--- src/rtl/processor_gen2_pkg.sv ---
// processor_gen2 shared definitions
// opcode, memory-request, cpu-state and error encodings
package processor_gen2_pkg;

    localparam logic [2:0] OP_NOP = 3'd0;
    localparam logic [2:0] OP_SET = 3'd1;
    localparam logic [2:0] OP_GET = 3'd2;
    localparam logic [2:0] OP_LD  = 3'd3;
    localparam logic [2:0] OP_ST  = 3'd4;
    localparam logic [2:0] OP_ADD = 3'd5;
    localparam logic [2:0] OP_JMP = 3'd6;
    localparam logic [2:0] OP_ILL = 3'd7;

    localparam logic [1:0] IO_IDLE = 2'd0;
    localparam logic [1:0] IO_RD   = 2'd1;
    localparam logic [1:0] IO_WT   = 2'd2;

    localparam logic [1:0] S_FETCH = 2'd0;
    localparam logic [1:0] S_EXE   = 2'd1;
    localparam logic [1:0] S_MEM   = 2'd2;
    localparam logic [1:0] S_ERR   = 2'd3;

    localparam logic [1:0] ERR_NONE    = 2'd0;
    localparam logic [1:0] ERR_ILLEGAL = 2'd1;
    localparam logic [1:0] ERR_TIMEOUT = 2'd2;

    function automatic logic is_legal_op(input logic [2:0] op);
        return op != OP_ILL;
    endfunction

endpackage

--- src/rtl/processor_gen2_if.sv ---
// processor_gen2 memory bus
// master = cpu side, slave = memory side
interface processor_gen2_if #(
    parameter int WORD_W = 8,
    parameter int ADDR_W = 8
);
    logic [1:0]        rwToMem;
    logic [ADDR_W-1:0] addrToMem;
    logic [WORD_W-1:0] dataToMem;
    logic              rdEn;
    logic              wtEn;
    logic [WORD_W-1:0] dataFromMem;

    modport master (
        output rwToMem, addrToMem, dataToMem,
        input  rdEn, wtEn, dataFromMem
    );

    modport slave (
        input  rwToMem, addrToMem, dataToMem,
        output rdEn, wtEn, dataFromMem
    );
endinterface

--- src/rtl/processor_gen2_regfile.sv ---
// processor_gen2 register file
// one write port, datapath and debug async read ports
module processor_gen2_regfile #(
    parameter int WORD_W = 8,
    parameter int REG_N  = 4,
    parameter int REG_W  = 2
) (
    input  logic              clk,
    input  logic              reset,
    input  logic              we,
    input  logic [REG_W-1:0]  waddr,
    input  logic [WORD_W-1:0] wdata,
    input  logic [REG_W-1:0]  raddr,
    output logic [WORD_W-1:0] rdata,
    input  logic [REG_W-1:0]  dbg_addr,
    output logic [WORD_W-1:0] dbg_data
);
    logic [WORD_W-1:0] regs [REG_N];

    // register storage, cleared on reset
    always_ff @(posedge clk or negedge reset) begin
        if (!reset) begin
            for (int i = 0; i < REG_N; i++) begin
                regs[i] <= '0;
            end
        end else if (we && (int'(waddr) < REG_N)) begin
            regs[waddr] <= wdata;
        end
    end

    assign rdata    = (int'(raddr) < REG_N) ? regs[raddr] : '0;
    assign dbg_data = (int'(dbg_addr) < REG_N) ? regs[dbg_addr] : '0;
endmodule

--- src/rtl/processor_gen2.sv ---
// processor_gen2 top: FETCH/EXE/MEM/ERR multicycle core
// instruction = {op[2:0], regIdx, imm}
module processor_gen2
    import processor_gen2_pkg::*;
#(
    parameter int WORD_W      = 8,
    parameter int REG_N       = 4,
    parameter int ADDR_W      = 8,
    parameter int PC_W        = 8,
    parameter int MEM_TIMEOUT = 15,
    localparam int REG_W      = (REG_N > 1) ? $clog2(REG_N) : 1
) (
    input  logic                      clk,
    input  logic                      reset,
    input  logic [3+REG_W+WORD_W-1:0] instruction,
    output logic [WORD_W-1:0]         data,
    output logic [PC_W-1:0]           pcCounter,
    output logic [1:0]                cpuState,
    output logic [1:0]                errCode,
    output logic                      carry,
    input  logic [REG_W-1:0]          dbgSel,
    output logic [WORD_W-1:0]         dbgData,
    processor_gen2_if.master          mem
);
    localparam int INSTR_W = 3 + REG_W + WORD_W;
    localparam int CNT_W   = $clog2(MEM_TIMEOUT + 1);

    logic [2:0]        op;
    logic [REG_W-1:0]  idx;
    logic [WORD_W-1:0] imm;
    logic [WORD_W-1:0] rd_data;
    logic [WORD_W:0]   sum;
    logic              illegal;
    logic              mem_done;
    logic [CNT_W-1:0]  wait_cnt;
    logic [CNT_W-1:0]  wait_nxt;
    logic [1:0]        rw_q;
    logic [ADDR_W-1:0] addr_q;
    logic [WORD_W-1:0] dout_q;
    logic              we;
    logic [WORD_W-1:0] wdata;

    assign op       = instruction[INSTR_W-1 -: 3];
    assign idx      = instruction[WORD_W +: REG_W];
    assign imm      = instruction[WORD_W-1:0];
    assign sum      = {1'b0, rd_data} + {1'b0, imm};
    assign illegal  = !is_legal_op(op) || (int'(idx) >= REG_N);
    assign mem_done = (rw_q == IO_RD) ? mem.rdEn : mem.wtEn;
    assign wait_nxt = wait_cnt + 1'b1;

    assign mem.rwToMem   = rw_q;
    assign mem.addrToMem = addr_q;
    assign mem.dataToMem = dout_q;

    processor_gen2_regfile #(
        .WORD_W (WORD_W),
        .REG_N  (REG_N),
        .REG_W  (REG_W)
    ) u_regfile (
        .clk      (clk),
        .reset    (reset),
        .we       (we),
        .waddr    (idx),
        .wdata    (wdata),
        .raddr    (idx),
        .rdata    (rd_data),
        .dbg_addr (dbgSel),
        .dbg_data (dbgData)
    );

    // register write: SET/ADD in EXE, LD data on rdEn in MEM
    always_comb begin
        we    = 1'b0;
        wdata = imm;
        if (cpuState == S_EXE && !illegal) begin
            if (op == OP_SET) begin
                we = 1'b1;
            end else if (op == OP_ADD) begin
                we    = 1'b1;
                wdata = sum[WORD_W-1:0];
            end
        end else if (cpuState == S_MEM && rw_q == IO_RD && mem.rdEn) begin
            we    = 1'b1;
            wdata = mem.dataFromMem;
        end
    end

    // control state, PC, result/flag registers and memory request
    always_ff @(posedge clk or negedge reset) begin
        if (!reset) begin
            cpuState  <= S_FETCH;
            pcCounter <= '0;
            data      <= '0;
            carry     <= 1'b0;
            errCode   <= ERR_NONE;
            wait_cnt  <= '0;
            rw_q      <= IO_IDLE;
            addr_q    <= '0;
            dout_q    <= '0;
        end else begin
            unique case (1'b1)
                (cpuState == S_FETCH): begin
                    rw_q     <= IO_IDLE;
                    cpuState <= S_EXE;
                end
                (cpuState == S_EXE): begin
                    if (illegal) begin
                        cpuState <= S_ERR;
                        errCode  <= ERR_ILLEGAL;
                    end else begin
                        cpuState <= S_FETCH;
                        case (op)
                            OP_GET: begin
                                data      <= rd_data;
                                pcCounter <= pcCounter + 1'b1;
                            end
                            OP_ADD: begin
                                carry     <= sum[WORD_W];
                                pcCounter <= pcCounter + 1'b1;
                            end
                            OP_JMP: begin
                                pcCounter <= PC_W'(imm);
                            end
                            OP_LD: begin
                                cpuState <= S_MEM;
                                rw_q     <= IO_RD;
                                addr_q   <= ADDR_W'(imm);
                                wait_cnt <= '0;
                            end
                            OP_ST: begin
                                cpuState <= S_MEM;
                                rw_q     <= IO_WT;
                                addr_q   <= ADDR_W'(imm);
                                dout_q   <= rd_data;
                                wait_cnt <= '0;
                            end
                            default: begin
                                pcCounter <= pcCounter + 1'b1;
                            end
                        endcase
                    end
                end
                (cpuState == S_MEM): begin
                    if (mem_done) begin
                        rw_q      <= IO_IDLE;
                        pcCounter <= pcCounter + 1'b1;
                        cpuState  <= S_FETCH;
                    end else if (wait_nxt == CNT_W'(MEM_TIMEOUT)) begin
                        wait_cnt <= wait_nxt;
                        rw_q     <= IO_IDLE;
                        errCode  <= ERR_TIMEOUT;
                        cpuState <= S_ERR;
                    end else begin
                        wait_cnt <= wait_nxt;
                    end
                end
                (cpuState == S_ERR): begin
                    rw_q <= IO_IDLE;
                end
            endcase
        end
    end
endmodule

--- src/flat_wrapper.sv ---
// flat-port wrapper written by rule: the top's interface ports become plain ports
module processor_gen2_flat import processor_gen2_pkg::*;
#(
    parameter int WORD_W      = 8,
    parameter int REG_N       = 4,
    parameter int ADDR_W      = 8,
    parameter int PC_W        = 8,
    parameter int MEM_TIMEOUT = 15,
    localparam int REG_W      = (REG_N > 1) ? $clog2(REG_N) : 1
)
  (clk, reset, instruction, data, pcCounter, cpuState, errCode, carry, dbgSel, dbgData, mem_rwToMem, mem_addrToMem, mem_dataToMem, mem_rdEn, mem_wtEn, mem_dataFromMem);
  processor_gen2_if #(.WORD_W(WORD_W), .ADDR_W(ADDR_W)) mem_i ();
  input  logic clk;
  input  logic reset;
  input  logic [3+REG_W+WORD_W-1:0] instruction;
  output logic [WORD_W-1:0] data;
  output logic [PC_W-1:0] pcCounter;
  output logic [1:0] cpuState;
  output logic [1:0] errCode;
  output logic carry;
  input  logic [REG_W-1:0] dbgSel;
  output logic [WORD_W-1:0] dbgData;
  output wire logic [$bits(mem_i.rwToMem)-1:0] mem_rwToMem;
  output wire logic [$bits(mem_i.addrToMem)-1:0] mem_addrToMem;
  output wire logic [$bits(mem_i.dataToMem)-1:0] mem_dataToMem;
  input wire logic [$bits(mem_i.rdEn)-1:0] mem_rdEn;
  input wire logic [$bits(mem_i.wtEn)-1:0] mem_wtEn;
  input wire logic [$bits(mem_i.dataFromMem)-1:0] mem_dataFromMem;
  assign mem_rwToMem = mem_i.rwToMem;
  assign mem_addrToMem = mem_i.addrToMem;
  assign mem_dataToMem = mem_i.dataToMem;
  assign mem_i.rdEn = mem_rdEn;
  assign mem_i.wtEn = mem_wtEn;
  assign mem_i.dataFromMem = mem_dataFromMem;
  processor_gen2 #(.WORD_W(WORD_W), .REG_N(REG_N), .ADDR_W(ADDR_W), .PC_W(PC_W), .MEM_TIMEOUT(MEM_TIMEOUT)) u_core (.clk(clk), .reset(reset), .instruction(instruction), .data(data), .pcCounter(pcCounter), .cpuState(cpuState), .errCode(errCode), .carry(carry), .dbgSel(dbgSel), .dbgData(dbgData), .mem(mem_i));
endmodule
--- config.mk ---
export PLATFORM = sky130hd
export DESIGN_NAME = processor_gen2_flat
export DESIGN_NICKNAME = d
export VERILOG_FILES = /design/src/rtl/processor_gen2_pkg.sv /design/src/rtl/processor_gen2_if.sv /design/src/rtl/processor_gen2_regfile.sv /design/src/rtl/processor_gen2.sv /design/src/flat_wrapper.sv
export SDC_FILE = /design/constraint.sdc
export NUM_CORES = 1
export LEC_CHECK = 0
export CORE_MARGIN = 4
export CORE_UTILIZATION = 45
export DETAILED_ROUTE_END_ITERATION = 10
export PLACE_DENSITY = 0.72
export REMOVE_ABC_BUFFERS = 1
export SLEW_MARGIN = 10
export SYNTH_ARGS = -nofsm -noshare
export SYNTH_HDL_FRONTEND = slang
export SYNTH_SLANG_ARGS = --single-unit
--- constraint.sdc ---
create_clock -name clk -period 2.35 [get_ports clk]
set_clock_uncertainty 0.2 [all_clocks]
set_input_delay 0.47 -clock clk [delete_from_list [all_inputs] [get_ports clk]]
set_output_delay 0.47 -clock clk [all_outputs]
set_load 0.02 [all_outputs]
==> results.sh, run 1 <==
export IMPL_critPathCapture="u_core.u_regfile.regs[5]"
export IMPL_run_status="finished with violations"
export IMPL_synth_largest_area_cell="dfrtp_1"
export IMPL_cp_depth=7
export IMPL_clkLatencyLatePin_ns=0.35
export IMPL_whs_ns=0.295
export IMPL_swShare_pct=24.1
export IMPL_antenna_found_initial=0
export IMPL_p_leak_nw=2.98
export IMPL_p_int_mw=2.01
export IMPL_dp_hpwl_mm=9.38
export IMPL_cp_top_family="simple AND/OR/NAND/NOR gates"
export IMPL_viasPerCell=5.58
export IMPL_ys_types=61
export IMPL_grt_pass1_wl_mm=21.0
export IMPL_synth_edf_count=0
export IMPL_r2r_start="u_core.u_regfile.regs[2]"
export IMPL_yosysSeqAreaShare_pct=43.0
export IMPL_cts_htree_levels=3
export IMPL_worst_pin_slew_ns=0.424
export IMPL_synth_ff_type="dfrtp_1"
export IMPL_clock_root_buffer="clkbuf_8"
export IMPL_endpoint_kind="flip-flop"
export IMPL_r2r_end="u_core.u_regfile.regs[5]"
export IMPL_ant_nets=0
export IMPL_maxSlewViolCount=0
export IMPL_die_x_um=107
export IMPL_fp_dieH_um=107
export IMPL_grt_max_degree=76
export IMPL_wire_per_inst_um=18.0
export IMPL_yosys_area_top_type_share_pct=43.0
export IMPL_cts_buffer_depth=2
export IMPL_synthCells=409
export IMPL_slew_headroom_pct=71.7
export IMPL_ff_latch_area_sq_um=1880
export IMPL_ys_async_sr_fraction_pct=100
export IMPL_pin_count=74
export IMPL_fillCellCount=701
export IMPL_grt_ovfl_total=0
export IMPL_multi_input_area_sq_um=2540
export IMPL_nNetsFinal=629
export IMPL_rsz0062_at_grt="yes"
export IMPL_cts_tree="done"
export IMPL_yosysWarnings=0
export IMPL_initial_core_util_pct=46.8
export IMPL_hold_path_class="flip-flop to flip-flop"
export IMPL_cp_arrival_ns=2.56
export IMPL_clock_fmax_mhz=394
export IMPL_design_power_total_mw=2.65
export IMPL_fin_ws_ns=-0.190
export IMPL_reg2reg_depth=7
export IMPL_cts_made_buffers=9
export IMPL_syn_mean_instance_area_sq_um=10.7
export IMPL_power_frac_seq_pct=48.7
export IMPL_p_per_area_nw_per_um2=412
export IMPL_fin_crit_ns=2.54
export IMPL_finalCritPeriodShare_pct=108
export IMPL_cts_sinks=75
export IMPL_p_switching_mw=0.637
export IMPL_crit_buf_inv=0
export IMPL_synth_area_leaders="dfrtp_1, mux2_2, mux4_2, ha_1, nand2_1"
export IMPL_required_ns=2.37
export IMPL_setup_viol=25
export IMPL_critPathKind="flip-flop to flip-flop"
export IMPL_critPathSlowestCell="mux4_2"
export IMPL_grt_pass1_vias=4198
export IMPL_rrSetupSlack_ns=-0.19
export IMPL_fin_area_sq_um=6430
export IMPL_vias=4014
export IMPL_post_dp_cell_area_sq_um=5990
export IMPL_ys_seq_elements=75
export IMPL_crit_chain="mux4_2, ha_4, a21oi_2, a21oi_1, or4_1, nand3_2, o21ai_0"
export IMPL_core_rowCount=35
export IMPL_place_congestion=0.898
export IMPL_wirelength_mm=12.9
export IMPL_maxCapViolCount=0
export IMPL_setup_tns_final_ns=-2.74
export IMPL_layout_drive_gt1_share_pct=39.0
export IMPL_violations="setup timing"
export IMPL_ir_worst_vdd_v=0.000340
export IMPL_start_kind="flip-flop"
export IMPL_crit_fanout=4
export IMPL_dieArea_sq_um=11300
export IMPL_clk_pin_slew_worst_paths_ns=0.08
export IMPL_antenna_cells=0
export IMPL_drt_iter0_drc=169
export IMPL_drc=0
export IMPL_grt_usage_pct=23.4
export IMPL_pwr_share_comb_pct=9.6
export IMPL_core_area_sq_um=9330
export IMPL_p_clk_share_pct=41.7
export IMPL_slowest_delay_ns=0.53
export IMPL_hold_violations=0
export IMPL_netlist_area_sq_um=4370
export IMPL_post_place_ws_ns=-1.30
export IMPL_syn_to_final_growth_pct=47.1
export IMPL_crit_start="u_core.u_regfile.regs[2]"
export IMPL_drt_pass1_iterations=5
export IMPL_port_buffers=73
## worst reg2reg max path, stage by stage (launching register included)
cell and delay [ns]:
dfrtp_1 0.40, mux4_2 0.53, ha_4 0.26, a21oi_2 0.20
a21oi_1 0.14, or4_1 0.45, nand3_2 0.13, o21ai_0 0.10
## cell usage after synthesis (3+ instances only)
library cell	n
o221ai_1	4
buf_2	5
dfrtp_1	75
a21o_1	7
a211oi_1	4
nand2_1	49
nor2b_1	5
and3b_1	4
buf_4	3
mux4_2	16
a21oi_1	30
o22ai_1	4
a41oi_1	5
clkbuf_1	7
nor2_1	18
o21ai_0	32
mux2_2	33
nand3b_1	4
ha_1	15
inv_1	15
nand2b_1	7
a21boi_0	3
nand3_1	13
and3_1	4
mux2i_1	5
## sequential cells by signal, indices dropped and copies added (netlist names)
register	cells
u_core.errCode	2
u_core.data	8
u_core.wait_cnt	4
u_core.carry	1
u_core.mem.rwToMem	2
u_core.pcCounter	8
u_core.mem.addrToMem	8
u_core.mem.dataToMem	8
u_core.u_regfile.regs	32
u_core.cpuState	2
## worst min path at each step
stage,startpoint,to,depth (start not counted)
2_1_floorplan,reset,u_core.carry,0
3_3_place_gp,u_core.errCode[0],u_core.errCode[0],1
3_5_place_dp,u_core.errCode[0],u_core.errCode[0],1
4_1_cts,u_core.errCode[0],u_core.errCode[0],1
5_1_grt,u_core.errCode[0],u_core.errCode[0],1
6_report,u_core.errCode[0],u_core.errCode[0],1
## power groups by stage
stage	Sequential, mW	Clock [mW]	Combinational [mW]
6_report	1.29	1.11	0.254
5_1_grt	1.29	1.18	0.276
4_1_cts	1.29	1.12	0.248
3_5_place_dp	1.31	0	0.232
3_3_place_gp	1.31	0	0.226
2_1_floorplan	1.32	0	0.0605
## per-layer routing
| layer | wire length [um] | track usage [%] |
|---|---|---|
| met3 | 582 | 3.10 |
| met2 | 6500 | 39.3 |
| met4 | 245 | 8.95 |
| met5 | 0 | 0 |
| met1 | 5600 | 31.0 |
## logic make-up after synthesis
kind of cell,after synthesis,share of synthesized area (%)
xor gates and xnor gates,1,0.200
AOI/OAI and AO/OA,107,15.6
DFF,75,43.0
and+or+nand+nor,122,14.9
buffers and inverters,34,3.69
adders and majority gates,16,4.75
muxes,54,17.9
## per-stage QoR
| stage | util, % | cells |
|---|---|---|
| 6_report | 68.9 | 719 |
| 2_1_floorplan | - | 390 |
| 3_5_place_dp | 64.3 | 699 |
| 3_3_place_gp | 64.3 | 699 |
| 5_1_grt | 68.9 | 719 |
| 4_1_cts | 68.0 | 718 |
## final cells by class
cell class	instances	share of cell area, %
timing repair buffer	185	24.6
tap	129	2.51
clock inverter	6	1.40
inverter	15	0.876
clock buffer	9	1.93
sequential	75	29.2
multi-input combinational	300	39.5
## layout by cell type, fill, tap and decap left out, types with 4 or more instances in the layout
master,instances
a21o_1,6
a21oi_1,26
a21oi_2,5
a41oi_2,4
and3_1,4
and3b_1,4
buf_2,7
buf_4,108
clkbuf_8,9
clkdlybuf4s50_1,61
dfrtp_1,74
ha_1,6
ha_4,7
inv_1,14
mux2_2,33
mux2i_1,5
mux4_2,16
nand2_1,48
nand2b_1,7
nand3_1,10
nand3b_1,4
nor2_1,18
nor2b_1,4
o21ai_0,19
o21ai_1,14
o22ai_1,4
## repair_timing
action,CTS,global route
endpoints found under the hold margin,75,0
setup endpoints to repair,41,44
resized for setup,69,23
buffers inserted,3,1
hold buffers,1,0
pin swaps,4,4
Power figures use the tool's default switching activity.
==> inputs of run 2 (changes only) <==
--- a/config.mk
+++ b/config.mk
@@ -14,3 +14,4 @@
 export SYNTH_ARGS = -nofsm -noshare
 export SYNTH_HDL_FRONTEND = slang
 export SYNTH_SLANG_ARGS = --single-unit
+export TNS_END_PERCENT = 100
==> results of run 2 <==
Same layout as run 1: the final DEF is identical, and so are final timing and power.
